--- src/rtl/drive_cmd_arbiter.sv ---
// Drive command arbiter: picks CAM or IR drive source, enforces hold/gap timing,
// IR watchdog and estop override; registered drive code to the motor driver.
//
// Ports:
//   clk_50, reset_n       clock, async active-low reset
//   mode[1:0]             00 IDLE, 01 CAM, 10 IR, 11 IDLE
//   cam_valid, cam_cmd    camera request
//   ir_valid, ir_cmd      IR command pulse
//   estop                 forces STOP while high
//   cmd_out, cmd_valid    registered drive code, change pulse
//   grant                 owning source (00 none, 01 CAM, 10 IR)
//   busy                  high during the STOP gap
//   ir_timeout            IR watchdog expired
module drive_cmd_arbiter #(
    parameter int HOLD_CYCLES    = 2_500_000,
    parameter int GAP_CYCLES     = 500_000,
    parameter int TIMEOUT_CYCLES = 25_000_000
) (
    input  logic       clk_50,
    input  logic       reset_n,
    input  logic [1:0] mode,
    input  logic       cam_valid,
    input  logic [2:0] cam_cmd,
    input  logic       ir_valid,
    input  logic [2:0] ir_cmd,
    input  logic       estop,
    output logic [2:0] cmd_out,
    output logic       cmd_valid,
    output logic [1:0] grant,
    output logic       busy,
    output logic       ir_timeout
);

    localparam logic [2:0] STOP  = 3'b000;
    localparam logic [2:0] LEFT  = 3'b001;
    localparam logic [2:0] RIGHT = 3'b010;
    localparam logic [2:0] SLOW  = 3'b011;
    localparam logic [2:0] FAST  = 3'b101;

    localparam logic [1:0] SRC_NONE = 2'b00;
    localparam logic [1:0] SRC_CAM  = 2'b01;
    localparam logic [1:0] SRC_IR   = 2'b10;

    localparam int HW = (HOLD_CYCLES > 1) ? $clog2(HOLD_CYCLES) : 1;
    localparam int GW = (GAP_CYCLES > 1) ? $clog2(GAP_CYCLES) : 1;
    localparam int TW = (TIMEOUT_CYCLES > 1) ? $clog2(TIMEOUT_CYCLES) : 1;

    localparam logic [HW-1:0] HOLD_LAST = HW'(HOLD_CYCLES - 1);
    localparam logic [GW-1:0] GAP_LAST  = GW'(GAP_CYCLES - 1);
    localparam logic [TW-1:0] TO_LAST   = TW'(TIMEOUT_CYCLES - 1);

    typedef enum logic [1:0] {
        ST_STOPPED,
        ST_DRIVE,
        ST_GAP
    } state_t;

    state_t state, state_nxt;

    logic [2:0]    ir_latch;
    logic [TW-1:0] wd_cnt;
    logic [HW-1:0] hold_cnt, hold_nxt;
    logic [GW-1:0] gap_cnt, gap_nxt;
    logic [2:0]    cmd_nxt;
    logic [1:0]    grant_nxt;
    logic [2:0]    target;
    logic [1:0]    tsrc;
    logic          hold_done, gap_done, conflict;

    // Reserved codes 110/111 are treated as STOP.
    function automatic logic [2:0] norm(input logic [2:0] c);
        return (c > FAST) ? STOP : c;
    endfunction

    function automatic logic is_turn(input logic [2:0] c);
        return (c == LEFT) || (c == RIGHT);
    endfunction

    // IR latch and watchdog; a fresh ir_valid beats expiry on the same cycle.
    always_ff @(posedge clk_50 or negedge reset_n) begin
        if (!reset_n) begin
            ir_latch   <= STOP;
            wd_cnt     <= '0;
            ir_timeout <= 1'b1;
        end else if (ir_valid) begin
            ir_latch   <= norm(ir_cmd);
            wd_cnt     <= '0;
            ir_timeout <= 1'b0;
        end else if (wd_cnt == TO_LAST) begin
            ir_latch   <= STOP;
            ir_timeout <= 1'b1;
        end else begin
            wd_cnt <= wd_cnt + 1'b1;
        end
    end

    always_comb begin
        target = STOP;
        tsrc   = SRC_NONE;
        unique case (1'b1)
            (mode == SRC_CAM): begin
                tsrc   = SRC_CAM;
                target = cam_valid ? norm(cam_cmd) : STOP;
            end
            (mode == SRC_IR): begin
                tsrc   = SRC_IR;
                target = ir_latch;
            end
            default: ;
        endcase
    end

    assign hold_done = (hold_cnt == HOLD_LAST);
    assign gap_done  = (gap_cnt == GAP_LAST);

    // Both codes are non-STOP in DRIVE, so a class change is a turn/fwd flip.
    assign conflict = (is_turn(target) != is_turn(cmd_out))
                   || (is_turn(target) && is_turn(cmd_out)
                       && (target != cmd_out))
                   || (tsrc != grant);

    // State register and registered outputs.
    always_ff @(posedge clk_50 or negedge reset_n) begin
        if (!reset_n) begin
            state     <= ST_STOPPED;
            cmd_out   <= STOP;
            cmd_valid <= 1'b0;
            grant     <= SRC_NONE;
            busy      <= 1'b0;
            hold_cnt  <= '0;
            gap_cnt   <= '0;
        end else begin
            state     <= state_nxt;
            cmd_out   <= cmd_nxt;
            cmd_valid <= (cmd_nxt != cmd_out);
            grant     <= grant_nxt;
            busy      <= (state_nxt == ST_GAP);
            hold_cnt  <= hold_nxt;
            gap_cnt   <= gap_nxt;
        end
    end

    // Next-state logic.
    always_comb begin
        state_nxt = state;
        unique case (state)
            ST_STOPPED: begin
                if (target != STOP && !estop)
                    state_nxt = ST_DRIVE;
            end
            ST_DRIVE: begin
                if (estop)
                    state_nxt = ST_STOPPED;
                else if (tsrc != grant)
                    state_nxt = ST_GAP;
                else if (target == cmd_out || !hold_done)
                    state_nxt = ST_DRIVE;
                else if (target == STOP)
                    state_nxt = ST_STOPPED;
                else if (conflict)
                    state_nxt = ST_GAP;
            end
            ST_GAP: begin
                if (estop)
                    state_nxt = ST_STOPPED;
                else if (gap_done)
                    state_nxt = (target != STOP) ? ST_DRIVE : ST_STOPPED;
            end
            default: state_nxt = ST_STOPPED;
        endcase
    end

    // Output / counter next values.
    always_comb begin
        cmd_nxt   = STOP;
        grant_nxt = SRC_NONE;
        hold_nxt  = '0;
        gap_nxt   = '0;
        unique case (state_nxt)
            ST_DRIVE: begin
                if (state != ST_DRIVE || (hold_done && target != cmd_out)) begin
                    // Fresh entry, or a same-class speed change after hold.
                    cmd_nxt   = target;
                    grant_nxt = tsrc;
                end else begin
                    cmd_nxt   = cmd_out;
                    grant_nxt = grant;
                    hold_nxt  = hold_done ? hold_cnt : hold_cnt + 1'b1;
                end
            end
            ST_GAP: begin
                gap_nxt = (state == ST_GAP) ? gap_cnt + 1'b1 : '0;
            end
            default: ;
        endcase
    end

endmodule

--- config.mk ---
export PLATFORM = sky130hd
export DESIGN_NAME = drive_cmd_arbiter
export DESIGN_NICKNAME = d
export VERILOG_FILES = /design/src/rtl/drive_cmd_arbiter.sv
export SDC_FILE = /design/constraint.sdc
export NUM_CORES = 1
export LEC_CHECK = 0
export ABC_AREA = 0
export BUFFER_PORTS_ARGS = -buffer_cell sky130_fd_sc_hd__clkbuf_2
export CAP_MARGIN = 20
export CELL_PAD_IN_SITES_DETAIL_PLACEMENT = 1
export CELL_PAD_IN_SITES_GLOBAL_PLACEMENT = 1
export CORE_MARGIN = 1.5
export CORE_UTILIZATION = 44
export DETAILED_ROUTE_END_ITERATION = 7
export PLACE_DENSITY_LB_ADDON = 0.12
export SETUP_SLACK_MARGIN = 0.05
export SLEW_MARGIN = 30
export SYNTH_ARGS = -nofsm -noshare
export SYNTH_HDL_FRONTEND = slang
export SYNTH_SLANG_ARGS = --single-unit
--- constraint.sdc ---
create_clock -name clk_50 -period 2.2 [get_ports clk_50]
set_input_delay 0 -clock clk_50 [delete_from_list [all_inputs] [get_ports clk_50]]
set_output_delay 0 -clock clk_50 [all_outputs]
set_load 0.05 [all_outputs]
---- Yosys cells after proc, flatten, opt, wreduce, memory -nomap -nowiden ----
Cells that the tools add are included.
storage, ports and cells
  output and inout bits ................... 8
  register bits ........................... 79
operators by class
  $lt $le $gt $ge ......................... 2
  multiplexer cells ....................... 30
  add/subtract/negate cells ............... 3
  reductions and logical operators ........ 16
  equality and inequality tests ........... 22
operators with widths
  cell                                                   number
  two-way mux 22 bit                                     3
  two-way mux 25 bit                                     2
  two-way mux 19 bit                                     2
  adder 25 x 1 -> 25 bit (second input constant)         1
  == test 25 bit (second input constant)                 1
  adder 22 x 1 -> 22 bit (second input constant)         1
  == test 22 bit (second input constant)                 1
  two-way mux 3 bit                                      7
  two-way mux 2 bit                                      10
  adder 19 x 1 -> 19 bit (second input constant)         1
  == test 19 bit (second input constant)                 1
  == test 2 x 1 -> 1 bit (second input constant)         3
  == test 2 bit (second input constant)                  3
  == test 3 x 1 -> 1 bit (second input constant)         2
  == test 3 x 2 -> 1 bit (second input constant)         2
  greater-than comparator 3 bit (second input constant)  2
  logical OR 1 bit                                       6
  inequality test 3 bit                                  2
  case mux 2 bit (3 select lines)                        1
  case mux 3 bit (2 select lines)                        1
  logical AND 1 bit                                      4
  inequality test 2 bit (second input constant)          2
  case mux 2 bit (2 select lines)                        1
  == test 3 bit                                          1
  10 further kinds                                       13

---- Logic depth before layout (Yosys ltp) ----
Gate-level depths: netlist of the first run.
  word-level depth ........................ 19
  mapped depth ............................ 14
  mapped depth without buffers ............ 14

---- Worst setup path after synthesis of the first run ----
OpenSTA, ideal clock, no wires.
  path type ............................... register -> register
  start point ............................. reg cmd_out[0]
  end point ............................... reg cmd_valid
  path slack .............................. -195 ps
  arrival ................................. 2263 ps
  library setup time ...................... 132 ps
  stages on the path, launching flop included .. 11
  path through ............................ dfrtp_1 > clkbuf_1 > xnor2_1 > nor2_1 > ha_1 > nor3_1 > nand3_1 > a21oi_1 > nand3_2 > a22oi_1 > a22oi_1
between the ends
  longest elaborated chain between the ends .. 15
  elaborated cells between the ends (all ways) .. 23
  those cells by class .................... 7 x eq/ne; 8 x mux; 8 x reduce/logical
RTL lines
  what                                                                     line  source
  start, declared                                                          27    output logic [2:0] cmd_out,
  start signal, assigned                                                   134   cmd_out <= cmd_nxt;
  == test 3 x 1 -> 1 bit / == test 3 x 2 -> 1 bit (equally long branches)  76    return (c == LEFT) || (c == RIGHT);
  logical OR 1 bit                                                         76
  logical AND 1 bit                                                        118   || (is_turn(target) && is_turn(cmd_out)
  logical AND 1 bit                                                        119   && (target != cmd_out))
  logical OR 1 bit                                                         118
  logical OR 1 bit                                                         120   || (tsrc != grant);
  two-way mux 2 bit                                                        160   else if (conflict)
  two-way mux 2 bit                                                        158   else if (target == STOP)
  two-way mux 2 bit                                                        156   else if (target == cmd_out || !hold_done)
  two-way mux 2 bit                                                        154   else if (tsrc != grant)
  two-way mux 2 bit                                                        152   if (estop)
  case mux 2 bit (3 select lines)                                          146   unique case (state)
  == test 2 x 1 -> 1 bit                                                   179   unique case (state_nxt)
  two-way mux 3 bit *                                                      179
  named net cmd_nxt[0]                                                     64    logic [2:0] cmd_nxt;
  inequality test 3 bit *                                                  135   cmd_valid <= (cmd_nxt != cmd_out);
  end signal, assigned                                                     135
  end, declared                                                            28    output logic cmd_valid,
The timed path passes the listed nets; every way through them passes the cells marked *.
A chain may end at the register's enable or synchronous reset.

---- Final worst setup path of the first run ----
  start point ............................. reg ir_latch[2]
  end point ............................... reg cmd_valid
between the ends
  longest elaborated chain between the ends .. 16
  elaborated cells between the ends (all ways) .. 31
  those cells by class .................... 7 x eq/ne; 13 x mux; 11 x reduce/logical
RTL lines
  what                                                                     line  source
  start, declared                                                          60    logic [2:0] ir_latch;
  start signal, assigned                                                   86    ir_latch <= norm(ir_cmd);
  case mux 3 bit (2 select lines) *                                        100   unique case (1'b1)
  == test 3 x 1 -> 1 bit / == test 3 x 2 -> 1 bit (equally long branches)  76
  logical OR 1 bit                                                         76
  logical AND 1 bit                                                        118
  logical AND 1 bit                                                        119
  logical OR 1 bit                                                         118
  logical OR 1 bit                                                         120
  two-way mux 2 bit                                                        160
  two-way mux 2 bit                                                        158
  two-way mux 2 bit                                                        156
  two-way mux 2 bit                                                        154
  two-way mux 2 bit                                                        152
  case mux 2 bit (3 select lines)                                          146
  == test 2 x 1 -> 1 bit                                                   179
  two-way mux 3 bit *                                                      179
  named net cmd_nxt[0]                                                     64
  inequality test 3 bit *                                                  135
Marks and branches as above.

==> summary.txt, run 1 <==
Run status
  – Result of the run: finished with violations
  – Violated checks: setup timing

Die
  – Core box area: 9680 um2
  – Die W: 103 um
  – Number of standard-cell rows in the floorplan: 36
  – Overall die area: 10500 um2
  – Height of the die: 103 um
  – Initial Util: 45.0%
  – I/O pin count: 21

STA
  – Relative slew margins: 57.3%
  – Share of the clock period used by the worst path: 103%
  – Final critical delay including setup and external delays: 2260 ps
  – Unrepaired setup endpoints after global routing: yes
  – Skew final: 16.1 ps
  – Final max-slew violation count: 0
  – Setup-failing EPs final: 5
  – Worst-Margin Slew: 640 ps
  – Final worst setup slack: -56.8 ps
  – Number of hold-slack violations in the final timing report: 0
  – Highest attainable clock frequency: 0.443 GHz

Cells and area
  – Layout-stage area growth over the synthesis result: 19.3%
  – Ant. Diodes: 0
  – Leading cell types in the layout, fill and taps excluded: sky130_fd_sc_hd__dfrtp_1, sky130_fd_sc_hd__nor2_1, sky130_fd_sc_hd__xor2_1, sky130_fd_sc_hd__buf_4, sky130_fd_sc_hd__nand2_1
  – Area of the multi-input gates: 2320 um2
  – Fraction of final layout cells sized beyond drive strength 1: 25.4%
  – FILL cells: 1115
  – Most frequent standard cell in the layout excluding fill and tap cells: sky130_fd_sc_hd__dfrtp_1
  – Final Net Count: 526
  – Area occupied by registers: 1980 um2
  – Count of placed standard cells in the final layout, fillers left out: 644

Setup path
  – Required time at the worst-slack endpoint: 2440 ps
  – Worst Path Class, Setup: flop to flop
  – Worst reg2reg setup slack: -60 ps
  – Start of the worst register-to-register path: ir_latch[2]$_DFFE_PN0P_
  – Largest fanout on the critical path: 4
  – Cell depth of the worst flop-to-flop path: 10
  – Arrival time at the worst endpoint: 2500 ps
  – Endpoint class of the critical path: flop
  – Launching element type of the critical path: flop
  – Capture point of the worst reg-to-reg path: cmd_valid$_DFF_PN0_

Clock network
  – CTS Root Cell: sky130_fd_sc_hd__clkbuf_8
  – Clock sink count: 79
  – H-tree depth: 3
  – TritonCTS Buffers: 9
  – Later-pin clock latency in the skew report: 370 ps
  – Buffer levels on the longest clock path: 2
  – Clock-pin slew on the worst setup and hold paths: 70 ps
  – CTS tree: done

Place
  – Dpl ws: -93.8 ps
  – Number of placed cells counting well taps: 618
  – Half-perimeter wire length of the detailed placement result: 7.30 mm
  – Number of buffer cells added on primary ports: 20
  – Global placer's final weighted congestion: 0.794

Route
  – First-pass iteration count of the detailed router: 4
  – Starting DRT DRC Count: 55
  – WL final: 10.1 mm
  – Detailed-route wire length per cell: 15.7 um
  – Detail Route Antenna Nets: 0
  – Detailed-route DRC error count: 0
  – Via/cell ratio: 5.28
  – Total via count in the routed design: 3399

Global route
  – First-pass GRT wire length: 17.0 mm
  – Pin count of the biggest net entering global routing: 38
  – Grt ovf: 0
  – Number of antenna violations at the first check in global routing: 0
  – Global Route Usage Sum: 21.5%
  – Vias in the first global route: 3610

Synthesis
  – EDFF count, synth: 0
  – Gate count after technology mapping: 439
  – Area share of the leading cell type in the synthesized netlist: 44.8%
  – Share of flip-flops with an asynchronous set or reset after synthesis: 100%
  – Leading post-synthesis cells by cell area: sky130_fd_sc_hd__dfrtp_1, sky130_fd_sc_hd__xor2_1, sky130_fd_sc_hd__nor2_1
  – Post-Synthesis Cell Area: 4360 um2
  – Net count of the mapped netlist: 459
  – Sequential element share of the synthesized area: 45.4%
  – Register bit count reported by yosys: 79
  – Predominant post-synthesis flop cell: sky130_fd_sc_hd__dfrtp_1
  – Number of warnings reported in the yosys synthesis log: 0
  – Unique masters post-synth: 58
  – Mean Syn Cell Area: 9.93 um2
  – Cell accounting for the most synthesized area: sky130_fd_sc_hd__dfrtp_1

Flow run
  – Maximum Capacitance Violations: 0

Worst hold path
  – Min-delay worst type: input pin to async pin

Pwr
  – Leakage power: 0.00226 uW
  – Peak supply drop: 0.401 mV
  – Pwr Density: 527 nW/um2
-- timing repair --
| action | 4_1_cts | 5_1_grt |
|---|---|---|
| setup buffers | 2 | 2 |
| hold buffers | 6 | 0 |
| pin swaps | 6 | 8 |
| endpoints found under the setup margin | 9 | 32 |
| hold endpoints to repair | 39 | 0 |
| gates resized for setup | 4 | 5 |
-- metrics by stage --
step	setup TNS, ps	utilization [%]	instance area (um2)	power (uW)	hold WS (ps)
floorplan	0	-	4380	1630	-296
global placement	-30.0	50.5	4890	1740	-4.95
detailed placement	-291	50.5	4890	1750	5.05
CTS	0	53.3	5160	2790	133
global route	-1220	53.7	5200	2880	182
finish	-124	53.7	5200	2740	159
-- worst max-delay path: stages (launching register included) --
cell and delay [ps]:
sky130_fd_sc_hd__dfrtp_1 400, sky130_fd_sc_hd__nand2_1 110, sky130_fd_sc_hd__and2_2 210, sky130_fd_sc_hd__nor3b_2 160, sky130_fd_sc_hd__ha_1 330, sky130_fd_sc_hd__nor3_2 230, sky130_fd_sc_hd__nand3_1 110, sky130_fd_sc_hd__a21oi_2 140
sky130_fd_sc_hd__nand3_2 130, sky130_fd_sc_hd__a22oi_2 230, sky130_fd_sc_hd__a22oi_1 80
-- where the power goes --
part | internal [uW] | switching (uW) | total [uW]
clock | 471 | 529 | 1000
combinational | 109 | 149 | 258
sequential | 1470 | 14.6 | 1480
total | 2050 | 693 | 2740
-- area by class of cell --
type                    instances  share of cell area [%]
multi-input cells             340                    44.6
flip-flops and latches         79                    38.1
repair buffers                 71                    10.3
well taps                     133                    3.20
clock buffers                  13                    3.06
clock inverters                 3                   0.361
inverters                       5                   0.361
-- worst max path at each step --
stage                                  startpoint                  end  slack, ps
after CTS                 ir_latch[0]$_DFFE_PN0P_  cmd_valid$_DFF_PN0_         10
after global placement                    mode[1]  cmd_valid$_DFF_PN0_        -30
after detailed placement                  mode[1]  cmd_valid$_DFF_PN0_        -90
after floorplan           ir_latch[0]$_DFFE_PN0P_  cmd_valid$_DFF_PN0_         70
final                     ir_latch[2]$_DFFE_PN0P_  cmd_valid$_DFF_PN0_        -60
after global routing      ir_latch[0]$_DFFE_PN0P_  cmd_valid$_DFF_PN0_       -190
-- synthesized netlist by cell type (all sizes together) (3+ instances only) --
| library cell | number |
|---|---|
| nor2 | 81 |
| dfrtp | 78 |
| xor2 | 47 |
| nand2 | 37 |
| nand3 | 34 |
| xnor2 | 15 |
| and3 | 12 |
| a21oi | 11 |
| nand4 | 10 |
| o21ai | 9 |
| and4 | 8 |
| buf | 8 |
| clkbuf | 7 |
| ha | 7 |
| mux2i | 6 |
| nand4b | 6 |
| nor3 | 6 |
| or3 | 6 |
| and2 | 5 |
| inv | 5 |
| nor4 | 5 |
| a31oi | 4 |
| a21o | 3 |
-- routing by layer --
metal  up-vias  GRT usage [%]  part of all wire (%)
li1       1649              -                     -
met1      1710           24.7                    44
met2        30           38.7                    52
met3        10           6.24                   2.7
met4         0           6.32                  0.96
met5         -              0                     0
-- flip-flops by register name, summed over array words and instances (netlist names) --
| signal | count |
|---|---|
| wd_cnt | 25 |
| cmd_out | 3 |
| busy | 1 |
| state | 2 |
| grant | 2 |
| gap_cnt | 19 |
| hold_cnt | 22 |
| ir_latch | 3 |
| ir_timeout | 1 |
| cmd_valid | 1 |
-- cell families after synthesis --
kind of cell / after synthesis / synth area share (%)
fa+ha+maj: 7 / 2.01
compound gates: 38 / 6.11
mux: 6 / 1.38
xor+xnor: 62 / 12.5
flops: 79 / 45.4
buf+inv: 20 / 2.84
simple gates: 227 / 29.8
Power figures use the tool's default switching activity.
==> inputs of run 2 (changes only) <==
==> constraint.sdc (replaced) <==
create_clock -name clk_50 -period 1.9 [get_ports clk_50]
set_input_delay 0 -clock clk_50 [delete_from_list [all_inputs] [get_ports clk_50]]
set_output_delay 0 -clock clk_50 [all_outputs]
set_load 0.05 [all_outputs]
==> run 2 against run 1 <==
The run still ends with setup timing left; worst hold slack got worse by 62 ps; clock power rose by 30%; largest power group unchanged; highest routed layer unchanged; register-to-register slack got worse by 350 ps; final cell count rose by 10%.
==> summary.txt, run 2 (same netlist as run 1, synthesis figures left out) <==
Clock network
  – Clock sink count: 79
  – TritonCTS Buffers: 9
  – Later-pin clock latency in the skew report: 380 ps
  – CTS Root Cell: sky130_fd_sc_hd__clkbuf_8
  – H-tree depth: 3
  – Clock-pin slew on the worst setup and hold paths: 90 ps
  – CTS tree: done
  – Buffer levels on the longest clock path: 2

Die
  – Overall die area: 10500 um2
  – I/O pin count: 21
  – Core box area: 9680 um2
  – Height of the die: 103 um
  – Number of standard-cell rows in the floorplan: 36
  – Initial Util: 45.0%
  – Die W: 103 um

Cells and area
  – Most frequent standard cell in the layout excluding fill and tap cells: sky130_fd_sc_hd__buf_4
  – Final Net Count: 592
  – Layout-stage area growth over the synthesis result: 42.2%
  – Fraction of final layout cells sized beyond drive strength 1: 43.7%
  – Ant. Diodes: 0
  – Flip-flop count of the largest register after layout: 25
  – Leading registers by flop count: wd_cnt (25), hold_cnt (22), gap_cnt (19)
  – Leading cell types in the layout, fill and taps excluded: sky130_fd_sc_hd__buf_4, sky130_fd_sc_hd__dfrtp_1, sky130_fd_sc_hd__nor2_1, sky130_fd_sc_hd__xor2_1, sky130_fd_sc_hd__nand2_1
  – Count of placed standard cells in the final layout, fillers left out: 710
  – Top register by number of flip-flops: wd_cnt

STA
  – Relative slew margins: 55.8%
  – Unrepaired setup endpoints after global routing: yes
  – Final worst setup slack: -408 ps
  – Highest attainable clock frequency: 0.433 GHz
  – Share of the clock period used by the worst path: 121%
  – Total negative slack for setup checks: -7670 ps
  – Worst-Margin Slew: 663 ps
  – Final critical delay including setup and external delays: 2310 ps
  – Setup-failing EPs final: 49
  – Skew final: 8.02 ps
  – Worst hold slack: 97.2 ps
  – Final max-slew violation count: 0
  – Number of hold-slack violations in the final timing report: 0

Setup path
  – Required time at the worst-slack endpoint: 2160 ps
  – Library cell contributing the largest single delay on the critical path: sky130_fd_sc_hd__dfrtp_1
  – Worst Path Class, Setup: flop to flop
  – Launching element type of the critical path: flop
  – Endpoint class of the critical path: flop
  – Arrival time at the worst endpoint: 2570 ps
  – Largest fanout on the critical path: 4
  – Largest stage delay on the critical path: 390 ps
  – Cell Chain, Critical Path: and2_4 -> a21oi_4 -> xnor2_2 -> nor3b_2 -> ha_1 -> nor3_2 -> nand3_1 -> a21oi_2 -> nand3_2 -> a22oi_2 -> a22oi_1

Route
  – Via/cell ratio: 5.38
  – Detail Route Antenna Nets: 0
  – Detailed-route wire length per cell: 19.9 um
  – WL final: 14.2 mm
  – First-pass iteration count of the detailed router: 4
  – Starting DRT DRC Count: 157
  – Detailed-route DRC error count: 0
  – Total via count in the routed design: 3817

Place
  – Number of placed cells counting well taps: 667
  – Half-perimeter wire length of the detailed placement result: 7.99 mm
  – Number of buffer cells added on primary ports: 20
  – Global placer's final weighted congestion: 0.784

Flow run
  – Maximum Capacitance Violations: 0

Worst hold path
  – Min-delay worst type: input pin to async pin

Global route
  – Vias in the first global route: 4177
  – Global Route Usage Sum: 26.6%
  – First-pass GRT wire length: 21.1 mm
  – Pin count of the biggest net entering global routing: 51
  – Grt ovf: 0
  – Number of antenna violations at the first check in global routing: 0

Pwr
  – Leakage power: 0.00266 uW
  – Peak supply drop: 0.420 mV
  – Pwr Density: 545 nW/um2

Run status
  – Violated checks: setup timing
  – Result of the run: finished with violations
run 2: changes by cell type in the layout (fill, tap and decap cells not counted), moves of 4 or more:
| cell | before | now |
|---|---|---|
| sky130_fd_sc_hd__a21oi_1 | 9 | 5 |
| sky130_fd_sc_hd__and3_1 | 10 | 5 |
| sky130_fd_sc_hd__and3_4 | 1 | 6 |
| sky130_fd_sc_hd__buf_12 | 3 | 7 |
| sky130_fd_sc_hd__buf_4 | 43 | 96 |
| sky130_fd_sc_hd__buf_6 | 0 | 6 |
| sky130_fd_sc_hd__nand2_1 | 37 | 32 |
| sky130_fd_sc_hd__nand2_2 | 0 | 5 |
| sky130_fd_sc_hd__nor2_1 | 61 | 56 |
| sky130_fd_sc_hd__nor2_4 | 15 | 20 |
| sky130_fd_sc_hd__xnor2_1 | 14 | 9 |
| sky130_fd_sc_hd__xnor2_2 | 1 | 6 |
| sky130_fd_sc_hd__xor2_1 | 45 | 38 |
| sky130_fd_sc_hd__xor2_2 | 2 | 7 |
run 2: repair_timing:
action,CTS,global route
endpoints found under the setup margin,61,68
hold buffers,6,0
buffers inserted,9,10
pin swaps,39,35
gates cloned,2,0
resized for setup,53,36
endpoints found under the hold margin,84,0
run 2: final timing paths:
path                                    startpoint                 endpoint  slack (ps)  cells after the start
setup / recovery           ir_latch[0]$_DFFE_PN0P_      cmd_valid$_DFF_PN0_        -410                     11
setup reg to reg           ir_latch[0]$_DFFE_PN0P_      cmd_valid$_DFF_PN0_        -410                     11
max in group asynchronous                  reset_n  hold_cnt[8]$_DFFE_PN0P_        1170                      3
hold / removal                             reset_n    wd_cnt[5]$_DFFE_PN0P_         100                      2
hold reg to reg             ir_timeout$_DFFE_PN1P_   ir_timeout$_DFFE_PN1P_         490                      2
min in group clk_50                       ir_valid   wd_cnt[10]$_DFFE_PN0P_         250                      2
run 2: power breakdown:
part / switching (uW) / internal (uW)
clock network: 664 / 640
registers: 16.7 / 1700
logic: 209 / 152
run 2: layout make-up:
class | instances | area, um2
Timing Repair Buffer | 136 | 1130
Multi-Input combinational cell | 341 | 2720
Tap cell | 133 | 166
Clock inverter | 4 | 47.5
Fill cell | 1071 | 3480
Sequential cell | 79 | 1980
Clock buffer | 12 | 145
Inverter | 5 | 18.8
run 2: critical path: cells and delay by family (launching register included):
kind	cells	cell delay, ps
simple gates	5	760
flops	1	390
compound gates	4	660
fa+ha+maj	1	290
xor+xnor	1	90
run 2: metal layers:
layer / vias to the layer above / global-route usage [%] / part of all wire (%)
met5: - / 0 / 0
met4: 0 / 10.5 / 2.6
met3: 33 / 4.61 / 2.3
met2: 63 / 48.1 / 54
met1: 1940 / 31.5 / 41
li1: 1781 / - / -
run 2: stage by stage:
| stage | power (uW) | cell area [um2] | worst slack [ps] | util [%] |
|---|---|---|---|---|
| after floorplan | 1900 | 4470 | -201 | - |
| after global placement | 2030 | 5320 | -305 | 54.9 |
| after detailed placement | 2040 | 5320 | -467 | 54.9 |
| after CTS | 3330 | 5950 | -267 | 61.4 |
| after global routing | 3490 | 6200 | -484 | 64.0 |
| final | 3380 | 6200 | -408 | 64.0 |
==> inputs of run 3 (changes only) <==
--- a/config.mk
+++ b/config.mk
@@ -11,11 +11,11 @@
 export CELL_PAD_IN_SITES_DETAIL_PLACEMENT = 1
 export CELL_PAD_IN_SITES_GLOBAL_PLACEMENT = 1
 export CORE_MARGIN = 1.5
-export CORE_UTILIZATION = 44
+export CORE_UTILIZATION = 52
+export CTS_CLUSTER_DIAMETER = 100
 export DETAILED_ROUTE_END_ITERATION = 7
 export PLACE_DENSITY_LB_ADDON = 0.12
 export SETUP_SLACK_MARGIN = 0.05
-export SLEW_MARGIN = 30
 export SYNTH_ARGS = -nofsm -noshare
 export SYNTH_HDL_FRONTEND = slang
 export SYNTH_SLANG_ARGS = --single-unit
==> constraint.sdc (replaced) <==
create_clock -name clk_50 -period 2.8 [get_ports clk_50]
set_input_delay 0 -clock clk_50 [delete_from_list [all_inputs] [get_ports clk_50]]
set_output_delay 0 -clock clk_50 [all_outputs]
set_load 0.05 [all_outputs]
==> run 3 against run 2 <==
The run now ends clean; combinational power down 51%; wire length down 31%; clock skew up 3.5 ps; flip-flop and latch count unchanged; die area fell by 15%; critical path depth unchanged; via count shrank 15%; highest routed layer unchanged.
==> summary.txt, run 3 (same netlist as run 1, synthesis figures left out) <==
Clock network
  – CTS tree: done
  – TritonCTS Buffers: 9
  – Clock-pin slew on the worst setup and hold paths: 90 ps
  – H-tree depth: 3
  – Later-pin clock latency in the skew report: 360 ps
  – CTS Root Cell: sky130_fd_sc_hd__clkbuf_8
  – Buffer levels on the longest clock path: 2
  – Clock sink count: 79

STA
  – Relative slew margins: 59.1%
  – Highest attainable clock frequency: 0.397 GHz
  – Worst-Margin Slew: 613 ps
  – Setup-failing EPs final: 0
  – Share of the clock period used by the worst path: 89.9%
  – Final critical delay including setup and external delays: 2520 ps
  – Final worst setup slack: 282 ps
  – Unrepaired setup endpoints after global routing: no
  – Total negative slack for setup checks: 0 ps
  – Number of hold-slack violations in the final timing report: 0
  – Final max-slew violation count: 0
  – Skew final: 11.5 ps

Setup path
  – Start of the worst register-to-register path: ir_latch[0]$_DFFE_PN0P_
  – Endpoint class of the critical path: flop
  – Cell Chain, Critical Path: and2_1 -> a21oi_4 -> xnor2_1 -> nor3b_1 -> ha_1 -> nor3_1 -> nand3_1 -> a21oi_1 -> nand3_2 -> a22oi_1 -> a22oi_1
  – Worst Path Class, Setup: flop to flop
  – Largest stage delay on the critical path: 390 ps
  – Largest fanout on the critical path: 8
  – Capture point of the worst reg-to-reg path: cmd_valid$_DFF_PN0_
  – Worst reg2reg setup slack: 280 ps
  – Cell type with the highest occurrence count on the critical path: sky130_fd_sc_hd__a22oi_1
  – Required time at the worst-slack endpoint: 3030 ps
  – Library cell contributing the largest single delay on the critical path: sky130_fd_sc_hd__dfrtp_1
  – Cell depth of the worst flop-to-flop path: 11
  – Launching element type of the critical path: flop
  – Arrival time at the worst endpoint: 2750 ps

Cells and area
  – Top register by number of flip-flops: wd_cnt
  – Cell area after layout: 4900 um2
  – Fraction of final layout cells sized beyond drive strength 1: 17.4%
  – Layout-stage area growth over the synthesis result: 12.3%
  – Leading cell types in the layout, fill and taps excluded: sky130_fd_sc_hd__dfrtp_1, sky130_fd_sc_hd__nor2_1, sky130_fd_sc_hd__xor2_1, sky130_fd_sc_hd__nand2_1, sky130_fd_sc_hd__nand3_1
  – Most frequent standard cell in the layout excluding fill and tap cells: sky130_fd_sc_hd__dfrtp_1
  – Ant. Diodes: 0
  – Count of placed standard cells in the final layout, fillers left out: 581
  – Final Net Count: 491
  – Flip-flop count of the largest register after layout: 25
  – Leading registers by flop count: wd_cnt (25), hold_cnt (22), gap_cnt (19)

Die
  – Initial Util: 53.3%
  – Core box area: 8180 um2
  – Die W: 94.6 um
  – Height of the die: 94.6 um
  – Overall die area: 8940 um2
  – Number of standard-cell rows in the floorplan: 33
  – I/O pin count: 21

Global route
  – Global Route Usage Sum: 24.4%
  – Vias in the first global route: 3515
  – Number of antenna violations at the first check in global routing: 0
  – Pin count of the biggest net entering global routing: 80
  – First-pass GRT wire length: 16.7 mm
  – Grt ovf: 0

Run status
  – Result of the run: finished, final reports clean

Route
  – First-pass iteration count of the detailed router: 4
  – Starting DRT DRC Count: 86
  – Detail Route Antenna Nets: 0
  – Detailed-route DRC error count: 0
  – Detailed-route wire length per cell: 16.9 um
  – Total via count in the routed design: 3234
  – Via/cell ratio: 5.57
  – WL final: 9.83 mm

Pwr
  – Total power: 2310 uW
  – Pwr Density: 471 nW/um2
  – NetSw: 560 uW
  – Share of total power consumed by net switching: 24.3%
  – Power share of the clock group: 41.8%
  – Peak supply drop: 0.294 mV
  – Sequential cell fraction of total power: 50.4%
  – Comb power frac: 7.7%
  – Cell-internal power: 1750 uW
  – Leakage power: 0.00208 uW

Place
  – Half-perimeter wire length of the detailed placement result: 6.54 mm
  – Dpl ws: 212 ps
  – Global placer's final weighted congestion: 0.817
  – Placed Area: 4530 um2
  – Number of placed cells counting well taps: 553
  – Number of buffer cells added on primary ports: 20

Worst hold path
  – Min-delay worst type: input pin to async pin

Flow run
  – Maximum Capacitance Violations: 0
-- run 3: changes by cell type in the layout (fill, tap and decap cells not counted), sizes merged --
cell	before	now
buf	111	10
a21o	4	3
bufinv	1	2
clkbuf	31	30
dlygate4sd3	6	7
-- run 3: layer usage --
layer	wire, um	track usage (%)
met1	4400	30.0
met2	5190	43.6
met3	128	3.38
met4	119	8.96
met5	0	0
-- run 3: critical path: cells and delay by family, from the launching register on --
family / cells / cell delay [ps]
AO/OA/AOI/OAI: 4 / 780
flip-flops: 1 / 390
XOR/XNOR: 1 / 80
adder cells (fa/ha/maj): 1 / 270
AND/OR/NAND/NOR: 5 / 870
-- run 3: power by group through the flow --
stage	Sequential (uW)	Clock, uW	Combinational, uW
finish	1160	965	178
global route	1170	1030	199
CTS	1160	982	170
detailed placement	1190	0	160
global placement	1180	0	155
floorplan	1190	0	92.9
-- run 3: timing repair --
item | in CTS | in global routing
setup endpoints to repair | 0 | 2
endpoints found under the hold margin | 83 | 0
hold buffers | 7 | 0
gates resized for setup | 0 | 2
buffers inserted | 0 | 4
-- run 3: worst max-delay path by stage --
stage	from	to	slack (ps)	cells after the start
6_report	ir_latch[0]$_DFFE_PN0P_	cmd_valid$_DFF_PN0_	280	11
3_3_place_gp	mode[1]	cmd_valid$_DFF_PN0_	380	14
2_1_floorplan	cmd_out[0]$_DFF_PN0_	cmd_valid$_DFF_PN0_	400	10
3_5_place_dp	mode[1]	cmd_valid$_DFF_PN0_	210	14
4_1_cts	ir_latch[0]$_DFFE_PN0P_	cmd_valid$_DFF_PN0_	240	11
5_1_grt	ir_latch[0]$_DFFE_PN0P_	cmd_valid$_DFF_PN0_	40	12
-- run 3: area by class of cell --
class | instances | area [um2]
clock inverters | 5 | 81.3
fillers | 922 | 3280
repair buffers | 36 | 273
flip-flops and latches | 79 | 1980
clock buffers | 11 | 141
multi-input cells | 340 | 2270
inverters | 5 | 18.8
well taps | 105 | 131
-- run 3: through the flow --
| step | utilization [%] | hold slack (ps) |
|---|---|---|
| after floorplan | - | -296 |
| after global placement | 55.4 | 232 |
| after detailed placement | 55.4 | 242 |
| after CTS | 59.0 | 197 |
| after global routing | 59.9 | 44.1 |
| final | 59.9 | 31.7 |
